**src/rtl/udp_pkg.sv**
```systemverilog
`default_nettype none
// == udp_pkg : shared types and helpers for the UDP port filter parser == rev 1.0 ==
package udp_pkg;
   localparam int UDP_HDR_BYTES = 8;

   typedef enum logic [1:0] {
      HDR     = 2'd0,
      EVAL    = 2'd1,
      PAYLOAD = 2'd2,
      DROP    = 2'd3
   } state_t;

   typedef struct packed {
      logic [15:0] src;
      logic [15:0] dst;
      logic [15:0] len;
      logic [15:0] csum;
   } udp_hdr_t;

   function automatic logic [15:0] bytes_in_beat(input logic [15:0] beat_bytes,
                                                 input logic [15:0] empty);
      return beat_bytes - empty;
   endfunction
endpackage
`default_nettype wire

```
**src/rtl/udp_port_match.sv**
```systemverilog
`default_nettype none
// == udp_port_match : dst-port comparator table with lowest-index priority == rev 1.0 ==
module udp_port_match #(
   parameter int NUM_PORTS = 4,
   parameter int IW        = (NUM_PORTS > 1) ? $clog2(NUM_PORTS) : 1
)(
   input  logic [15:0]           dst,
   input  logic [16*NUM_PORTS-1:0] port_table,
   input  logic [NUM_PORTS-1:0]  enables,
   output logic                  match,
   output logic [IW-1:0]         idx
);
   // Scan from the top so the lowest matching index is the last writer.
   always_comb begin
      match = 1'b0;
      idx   = '0;
      for (int i = NUM_PORTS - 1; i >= 0; i--) begin
         if (enables[i] && (port_table[16*i +: 16] == dst)) begin
            match = 1'b1;
            idx   = IW'(i);
         end
      end
   end
endmodule
`default_nettype wire

```
**src/rtl/udp_port_filter_parser.sv**
```systemverilog
`default_nettype none
// == udp_port_filter_parser : multi-byte UDP header parser with dst-port filter == rev 1.0 ==
module udp_port_filter_parser
   import udp_pkg::*;
#(
   parameter int BEAT_BYTES = 1,
   parameter int NUM_PORTS  = 4,
   parameter int CNT_W      = 16,
   localparam int EW = (BEAT_BYTES > 1) ? $clog2(BEAT_BYTES) : 1,
   localparam int IW = (NUM_PORTS > 1) ? $clog2(NUM_PORTS) : 1
)(
   input  logic                    clk,
   input  logic                    rst_n,
   input  logic [8*BEAT_BYTES-1:0] in_data,
   input  logic                    in_valid,
   input  logic                    in_last,
   input  logic [EW-1:0]           in_empty,
   output logic                    in_ready,
   input  logic [16*NUM_PORTS-1:0] target_ports,
   input  logic [NUM_PORTS-1:0]    port_enable,
   output logic [15:0]             src_port,
   output logic [15:0]             dst_port,
   output logic [15:0]             length,
   output logic [15:0]             checksum,
   output logic                    hdr_valid,
   output logic                    port_match,
   output logic [IW-1:0]           match_idx,
   output logic [8*BEAT_BYTES-1:0] out_data,
   output logic                    out_valid,
   output logic                    out_last,
   output logic [EW-1:0]           out_empty,
   input  logic                    out_ready,
   output logic                    pkt_done,
   output logic                    len_err,
   output logic                    trunc_err,
   output logic [CNT_W-1:0]        drop_count
);
   localparam int HB = UDP_HDR_BYTES / BEAT_BYTES;

   state_t      state;
   logic [63:0] hdr_sr;
   logic [63:0] hdr_next;
   logic [3:0]  beat_cnt;
   logic        end_seen;
   logic [15:0] pay_cnt;
   logic [15:0] beat_bytes;
   udp_hdr_t    hdr;
   logic        xfer;
   logic        m_hit;
   logic [IW-1:0] m_idx;

   assign hdr        = hdr_sr;
   assign hdr_next   = 64'({hdr_sr, in_data});
   assign beat_bytes = bytes_in_beat(16'(BEAT_BYTES), 16'(in_empty));
   assign xfer       = in_valid && in_ready;

   udp_port_match #(.NUM_PORTS(NUM_PORTS), .IW(IW)) u_match (
      .dst        (hdr.dst),
      .port_table (target_ports),
      .enables    (port_enable),
      .match      (m_hit),
      .idx        (m_idx)
   );

   // Payload is a zero-latency pass-through; everything else is gated off.
   always_comb begin
      in_ready  = 1'b0;
      out_valid = 1'b0;
      out_last  = 1'b0;
      out_data  = '0;
      out_empty = '0;
      case (state)
         HDR, DROP: in_ready = 1'b1;
         PAYLOAD: begin
            in_ready  = out_ready;
            out_valid = in_valid;
            out_last  = in_last;
            out_data  = in_data;
            out_empty = in_empty;
         end
         default: in_ready = 1'b0;
      endcase
   end

   always_ff @(posedge clk or negedge rst_n) begin
      if (!rst_n) begin
         state      <= HDR;
         hdr_sr     <= '0;
         beat_cnt   <= '0;
         end_seen   <= 1'b0;
         pay_cnt    <= '0;
         src_port   <= '0;
         dst_port   <= '0;
         length     <= '0;
         checksum   <= '0;
         port_match <= 1'b0;
         match_idx  <= '0;
         hdr_valid  <= 1'b0;
         pkt_done   <= 1'b0;
         len_err    <= 1'b0;
         trunc_err  <= 1'b0;
         drop_count <= '0;
      end else begin
         hdr_valid <= 1'b0;
         pkt_done  <= 1'b0;
         len_err   <= 1'b0;
         trunc_err <= 1'b0;
         case (state)
            HDR: begin
               if (xfer) begin
                  hdr_sr <= hdr_next;
                  if (beat_cnt == 4'(HB - 1)) begin
                     state    <= EVAL;
                     end_seen <= in_last;
                     beat_cnt <= '0;
                  end else if (in_last) begin
                     pkt_done  <= 1'b1;
                     trunc_err <= 1'b1;
                     beat_cnt  <= '0;
                  end else begin
                     beat_cnt <= beat_cnt + 4'd1;
                  end
               end
            end
            EVAL: begin
               src_port   <= hdr.src;
               dst_port   <= hdr.dst;
               length     <= hdr.len;
               checksum   <= hdr.csum;
               port_match <= m_hit;
               match_idx  <= m_idx;
               hdr_valid  <= 1'b1;
               pay_cnt    <= '0;
               if (hdr.len < 16'(UDP_HDR_BYTES)) begin
                  len_err <= 1'b1;
                  if (end_seen) begin
                     pkt_done <= 1'b1;
                     state    <= HDR;
                  end else begin
                     state <= DROP;
                  end
               end else if (end_seen) begin
                  pkt_done <= 1'b1;
                  len_err  <= (hdr.len != 16'(UDP_HDR_BYTES));
                  state    <= HDR;
               end else if (m_hit) begin
                  state <= PAYLOAD;
               end else begin
                  state <= DROP;
                  if (drop_count != {CNT_W{1'b1}})
                     drop_count <= drop_count + CNT_W'(1);
               end
            end
            PAYLOAD: begin
               if (xfer) begin
                  pay_cnt <= pay_cnt + beat_bytes;
                  if (in_last) begin
                     state    <= HDR;
                     pkt_done <= 1'b1;
                     len_err  <= ((16'(UDP_HDR_BYTES) + pay_cnt + beat_bytes) != length);
                  end
               end
            end
            DROP: begin
               if (xfer && in_last) begin
                  state    <= HDR;
                  pkt_done <= 1'b1;
               end
            end
            default: state <= HDR;
         endcase
      end
   end
endmodule
`default_nettype wire

```
**config.mk**
```make
export PLATFORM = sky130hd
export DESIGN_NAME = udp_port_filter_parser
export DESIGN_NICKNAME = d
export VERILOG_FILES = /design/src/rtl/udp_pkg.sv /design/src/rtl/udp_port_match.sv /design/src/rtl/udp_port_filter_parser.sv
export SDC_FILE = /design/constraint.sdc
export NUM_CORES = 1
export LEC_CHECK = 0
export BUFFER_PORTS_ARGS = -buffer_cell sky130_fd_sc_hd__buf_2
export CORE_AREA = 2 2 127 129
export CTS_CLUSTER_SIZE = 8
export DETAILED_ROUTE_END_ITERATION = 10
export DIE_AREA = 0 0 129 131
export PLACE_DENSITY = 0.78
export SLEW_MARGIN = 5
export SYNTH_ARGS = -nofsm -noshare
export SYNTH_HDL_FRONTEND = slang
export SYNTH_SLANG_ARGS = --single-unit
```
**constraint.sdc**
```tcl
create_clock -name clk -period 3 [get_ports clk]
set_clock_uncertainty 0.05 [all_clocks]
set_input_delay 0.3 -clock clk [delete_from_list [all_inputs] [get_ports clk]]
set_output_delay 0.3 -clock clk [all_outputs]
set_load 0.005 [all_outputs]
```
==> results of run 1 <==
[critical path, delay by kind of cell (launching register included)]
kind            cells  cell delay [ns]
compound gates      1             0.43
fa+ha+maj           1             0.22
flops               1             0.42
mux                 1             0.31
simple gates        4             1.05
[registers in the layout (all words and copies together), names as in the netlist, 2 cells and up]
name and cells:
beat_cnt 4, length 16, match_idx 2, dst_port 16
pay_cnt 16, drop_count 16, state 2, checksum 16
src_port 16, hdr 64
[kinds of logic after synthesis]
group                      count (synthesis)
buffers and inverters                     51
muxes                                    131
DFF                                      174
xor gates and xnor gates                 111
and+or+nand+nor                          182
AOI/OAI and AO/OA                         47
adders and majority gates                  9
[cells in the mapped netlist, types with 4 or more instances]
master	instances
nor2_1	24
buf_1	9
o21ai_0	18
ha_1	9
nor3_1	4
a21oi_1	6
clkbuf_1	32
xnor2_1	83
inv_1	8
dfrtp_1	174
xor2_1	28
nor4_1	11
nand3_1	22
nand2_1	36
nor2b_1	5
or3_1	4
and2_1	13
nand4_1	27
and3_1	11
mux2_2	128
[through the flow]
| stage | instances | power, mW | worst slack, ns |
|---|---|---|---|
| 4_1_cts | 1104 | 7.184 | 0.4120 |
| 3_5_place_dp | 1071 | 4.998 | 0.4291 |
| 5_1_grt | 1104 | 7.531 | 0.2670 |
| 2_1_floorplan | 705 | 4.293 | 0.6449 |
| 3_3_place_gp | 1071 | 4.957 | 0.4812 |
| 6_report | 1104 | 7.120 | 0.4122 |
[metal layers]
metal	routed length, um	up-vias	GRT usage
met1	8750	2925	0.3394
met2	9248	177	0.3666
met5	0	-	0
met4	450	0	0.08248
li1	-	2807	-
met3	1072	31	0.05863
[report_power, final]
part / internal, mW / switching, mW / total (mW)
sequential: 2.68 / 0.270 / 2.95
clock: 1.13 / 1.05 / 2.17
combinational: 0.946 / 1.05 / 1.99
total: 4.76 / 2.36 / 7.12
[final cells by class]
class                      instances  area [um2]
clock buffer                      17       425.4
fill                            1211        5406
inverter                           8       30.03
timing repair buffer             194        1040
clock inverter                    15       163.9
sequential                       174        4354
multi-input combinational        480        3908
tap                              216       270.3
[worst paths after layout]
check                         startpoint            end  slack, ns  depth (start not counted)
max                        drop_count[0]  drop_count[1]       0.41                          7
min                           in_data[5]         hdr[5]       0.07                          2
max reg2reg                drop_count[0]  drop_count[1]       0.41                          7
min reg2reg                   port_match     port_match       0.43                          1
max in group asynchronous          rst_n      length[1]       1.69                          3
min in group asynchronous          rst_n    dst_port[4]       0.35                          2
[timing repair]
action,4_1_cts,5_1_grt
hold endpoints to repair,56,0
gates resized for setup,0,0
buffers inserted,0,0
hold buffers,1,0
==> impl_metrics.json, run 1 <==
{
  "antenna_found_initial": 0,
  "yosys.area_share.simple": 0.1197,
  "synth.largest_area_cell": "dfrtp_1",
  "critical_path.endpoint_type": "register",
  "yosys.area_share.adder": 0.01333,
  "fin_area_um2": 10190,
  "ys.flop_type": "dfrtp_1",
  "worst_slew_pin_slew_ns": 0.6917,
  "synth_cell_types": 54,
  "async_flop_share": 1.000,
  "cts_buffers": 17,
  "leakagePower_nw": 5.173,
  "cts_buffer_depth": 2,
  "muxShareOfSynthArea": 0.1748,
  "gp_congestion": 0.9059,
  "antenna_cells": 0,
  "synthesis.nets": 796,
  "status": "finished clean",
  "ant_nets": 0,
  "coreArea_um2": 15600,
  "start_util": 0.5416,
  "timing.final.crit_share": 0.8626,
  "path_clk_slew_ns": 0.07,
  "io_pins": 181,
  "final_common_cell": "buf_2",
  "hpwl_mm": 14.10,
  "synth_compound_area_frac": 0.03792,
  "synth_enable_flop_cells": 0,
  "yosysWarnings": 0,
  "yosysTopAreaCellShare": 0.5155,
  "slowest_delay_ns": 0.51,
  "power-per-cell-area_nw_per_um2": 698.6,
  "clk_latency_ns": 0.42,
  "cts_tree": "yes",
  "hold_viol": 0,
  "yosysSeqAreaShare": 0.5155,
  "finalWirelength_mm": 19.52,
  "maxCapViolCount": 0,
  "cts-root-buf": "clkbuf_16",
  "wl_per_cell_um": 17.68,
  "via_per_inst": 5.380,
  "timing.fmax_mhz": 386.4,
  "nets": 966,
  "grt_usage": 0.2401,
  "overflow": 0,
  "required_ns": 3.26,
  "die_h_um": 131,
  "setup-violations-final": 0,
  "htreeDepth": 4,
  "num_rows": 46,
  "grt_pass1_wl_mm": 31.09,
  "ir_drop_v": 0.0004181,
  "slew_violations": 0,
  "route.detailed.drc": 0,
  "hold_slack_ns": 0.07118,
  "grt_max_degree": 61,
  "criticalPathCategory": "reg2reg",
  "port_buffers": 180,
  "cts.sinks": 174,
  "slew_headroom": 0.5389,
  "syn2layout_area_growth_pct": 20.65,
  "rsz0062_at_grt": "no",
  "startpoint_type": "register",
  "synth.area.top_cells": "dfrtp_1 (52%), mux2_2 (17%), xnor2_1 (8.6%), xor2_1 (2.9%), nand4_1 (2.0%)",
  "fin_setup_tns_ns": 0,
  "postSynthCellCount": 705,
  "drtIter0Drc": 309,
  "slowest_stage": "nor3b_4",
  "synthXorXnorAreaFrac": 0.1151,
  "crit_arrival_ns": 2.85,
  "synth_top_family_by_area": "multiplexers",
  "vias": 5940,
  "worstPathMaxFanout": 9,
  "finalCriticalPeriod_ns": 2.588,
  "syn_area_um2": 8447,
  "mostFrequentLayoutCells": "buf_2 (179), dfrtp_1 (174), mux2_2 (128), xnor2_1 (83), nand2_1 (35)",
  "hp-class": "in2reg",
  "dieWidth_um": 129,
  "ys_ff_latch": 174,
  "place_area_um2": 9592,
  "path_cells": "ha_1 -> and2_2 -> and2b_2 -> a311oi_4 -> nor3b_4 -> nand2_4 -> mux2_4",
  "first_pass_iters": 5,
  "syn_avg_cell_area_um2": 11.98,
  "layout-drive-gt1-share": 0.4178,
  "fin_util": 0.6534,
  "dieArea_um2": 16900,
  "grt_pass1_vias": 5857
}
Note: power is estimated with default switching activity, not from simulation.
==> inputs of run 2 (changes only) <==
--- a/config.mk
+++ b/config.mk
@@ -6,11 +6,11 @@
 export NUM_CORES = 1
 export LEC_CHECK = 0
 export BUFFER_PORTS_ARGS = -buffer_cell sky130_fd_sc_hd__buf_2
-export CORE_AREA = 2 2 127 129
+export CORE_AREA = 2 2 134 123
 export CTS_CLUSTER_SIZE = 8
 export DETAILED_ROUTE_END_ITERATION = 10
-export DIE_AREA = 0 0 129 131
-export PLACE_DENSITY = 0.78
+export DIE_AREA = 0 0 136 125
+export PLACE_DENSITY = 0.77
 export SLEW_MARGIN = 5
 export SYNTH_ARGS = -nofsm -noshare
 export SYNTH_HDL_FRONTEND = slang
==> run 2 against run 1 <==
Compared with the run above: first-iteration DRC count grew 5.2%; hold slack lost 0.012 ns; cell count shrank 0.91%; register-to-register slack is essentially flat; worst setup slack gained 0.014 ns; clock power is essentially flat; power grew 0.64%; non-clock buffer count shrank 1; combinational power is essentially flat; clock-buffer cell count is the same; largest cell class unchanged.
==> impl_metrics.json, run 2 (same netlist as run 1, synthesis figures left out) <==
{
  "status": "finished clean",
  "antenna_found_initial": 0,
  "path_cells": "ha_1 -> and2_2 -> and2b_2 -> a311oi_4 -> nor3b_4 -> nand2_4 -> mux2_4",
  "largest_reg_flops": 64,
  "slowest_stage": "nor3b_4",
  "leakagePower_nw": 5.171,
  "worst_slew_pin_slew_ns": 0.9429,
  "finalWirelength_mm": 19.75,
  "ant_nets": 0,
  "coreArea_um2": 15750,
  "overflow": 0,
  "rrSetupSlack_ns": 0.43,
  "cts_tree": "yes",
  "timing.final.crit_share": 0.8580,
  "top_layer": "met4",
  "slowest_delay_ns": 0.48,
  "pre_cts_slack_ns": 0.4373,
  "slew_violations": 0,
  "wl_per_cell_um": 18.06,
  "critical_path.endpoint_type": "register",
  "required_ns": 3.27,
  "maxCapViolCount": 0,
  "nets": 965,
  "grt_pass1_vias": 6001,
  "crit_arrival_ns": 2.84,
  "gp_congestion": 0.9304,
  "slew_headroom": 0.3701,
  "power-per-cell-area_nw_per_um2": 703.2,
  "port_buffers": 180,
  "dieArea_um2": 17000,
  "syn2layout_area_growth_pct": 20.63,
  "num_rows": 44,
  "cts_setup_buffers": 0,
  "cts.sinks": 174,
  "worstPathMaxFanout": 9,
  "rsz0062_at_grt": "no",
  "grt_max_degree": 71,
  "route.detailed.drc": 0,
  "htreeDepth": 4,
  "hold_buffers": 1,
  "setup-violations-final": 0,
  "io_pins": 181,
  "finalCriticalPeriod_ns": 2.574,
  "crit_cells": 7,
  "post_cts_resized": 0,
  "via_per_inst": 5.494,
  "reg2regPathDepth": 7,
  "fillCellCount": 1257,
  "hold_viol": 0,
  "cp_top_family": "simple AND/OR/NAND/NOR gates",
  "ir_drop_v": 0.0005576,
  "die_h_um": 125,
  "start_util": 0.5365,
  "hpwl_mm": 14.52,
  "grt_pass1_wl_mm": 31.62,
  "route.met2.wl_mm": 9.589,
  "mostFrequentLayoutCells": "buf_2 (179), dfrtp_1 (174), mux2_2 (128), xnor2_1 (83), nand2_1 (35)",
  "grt_usage": 0.2417,
  "drtIter0Drc": 325,
  "cts_buffer_depth": 2,
  "dr_wl_met3_um": 975,
  "path_clk_slew_ns": 0.07,
  "vias": 6010,
  "wl_met1_mm": 8.833,
  "startpoint_type": "register",
  "first_pass_iters": 4,
  "whs_path_depth": 2,
  "hp-class": "in2reg",
  "fin_setup_tns_ns": 0,
  "clk_latency_ns": 0.43,
  "worstPathBufferInverterCount": 0,
  "dieWidth_um": 136,
  "final_common_cell": "buf_2",
  "cts_buffers": 17,
  "timing.fmax_mhz": 388.5,
  "fin_ws_ns": 0.4261,
  "antenna_cells": 0,
  "criticalPathCategory": "reg2reg",
  "layout-drive-gt1-share": 0.4171,
  "cts-root-buf": "clkbuf_16"
}
-- run 2: stage by stage --
stage                     power (mW)  area [um2]  utilization  instances  hold slack [ns]
after detailed placement       5.008        9585       0.6088       1061           0.2939
after CTS                      7.231       10190       0.6472       1094          0.04259
after floorplan                4.293        8447            -        705         -0.04559
after global routing           7.540       10190       0.6472       1094          0.04343
after global placement         4.943        9585       0.6088       1061           0.2985
final                          7.165       10190       0.6472       1094          0.05949
-- run 2: cell type report --
type | instances | area (um2) | area share
timing repair buffer | 193 | 1045 | 0.1025
tap | 207 | 259.0 | 0.02542
multi-input combinational | 480 | 3908 | 0.3835
clock inverter | 15 | 168.9 | 0.01658
inverter | 8 | 30.03 | 0.002947
clock buffer | 17 | 425.4 | 0.04175
sequential | 174 | 4354 | 0.4273
-- run 2: metal layers --
metal / vias to the layer above / GRT usage
met3: 30 / 0.05637
met1: 3021 / 0.3289
li1: 2803 / -
met4: 0 / 0.07659
met2: 156 / 0.3860
met5: - / 0
-- run 2: where the power goes --
part | leakage (nW) | switching (mW) | internal (mW)
sequential | 2.38 | 0.292 | 2.69
clock | 0.289 | 1.01 | 1.19
combinational | 2.50 | 1.05 | 0.938
-- run 2: worst paths after layout --
| kind | startpoint | endpoint |
|---|---|---|
| max in group asynchronous | rst_n | dst_port[14] |
| worst min register to register | port_match | port_match |
| worst min-delay path | in_data[5] | hdr[5] |
| worst max-delay path | drop_count[0] | drop_count[1] |
| worst max register to register | drop_count[0] | drop_count[1] |
| min in group asynchronous | rst_n | dst_port[9] |
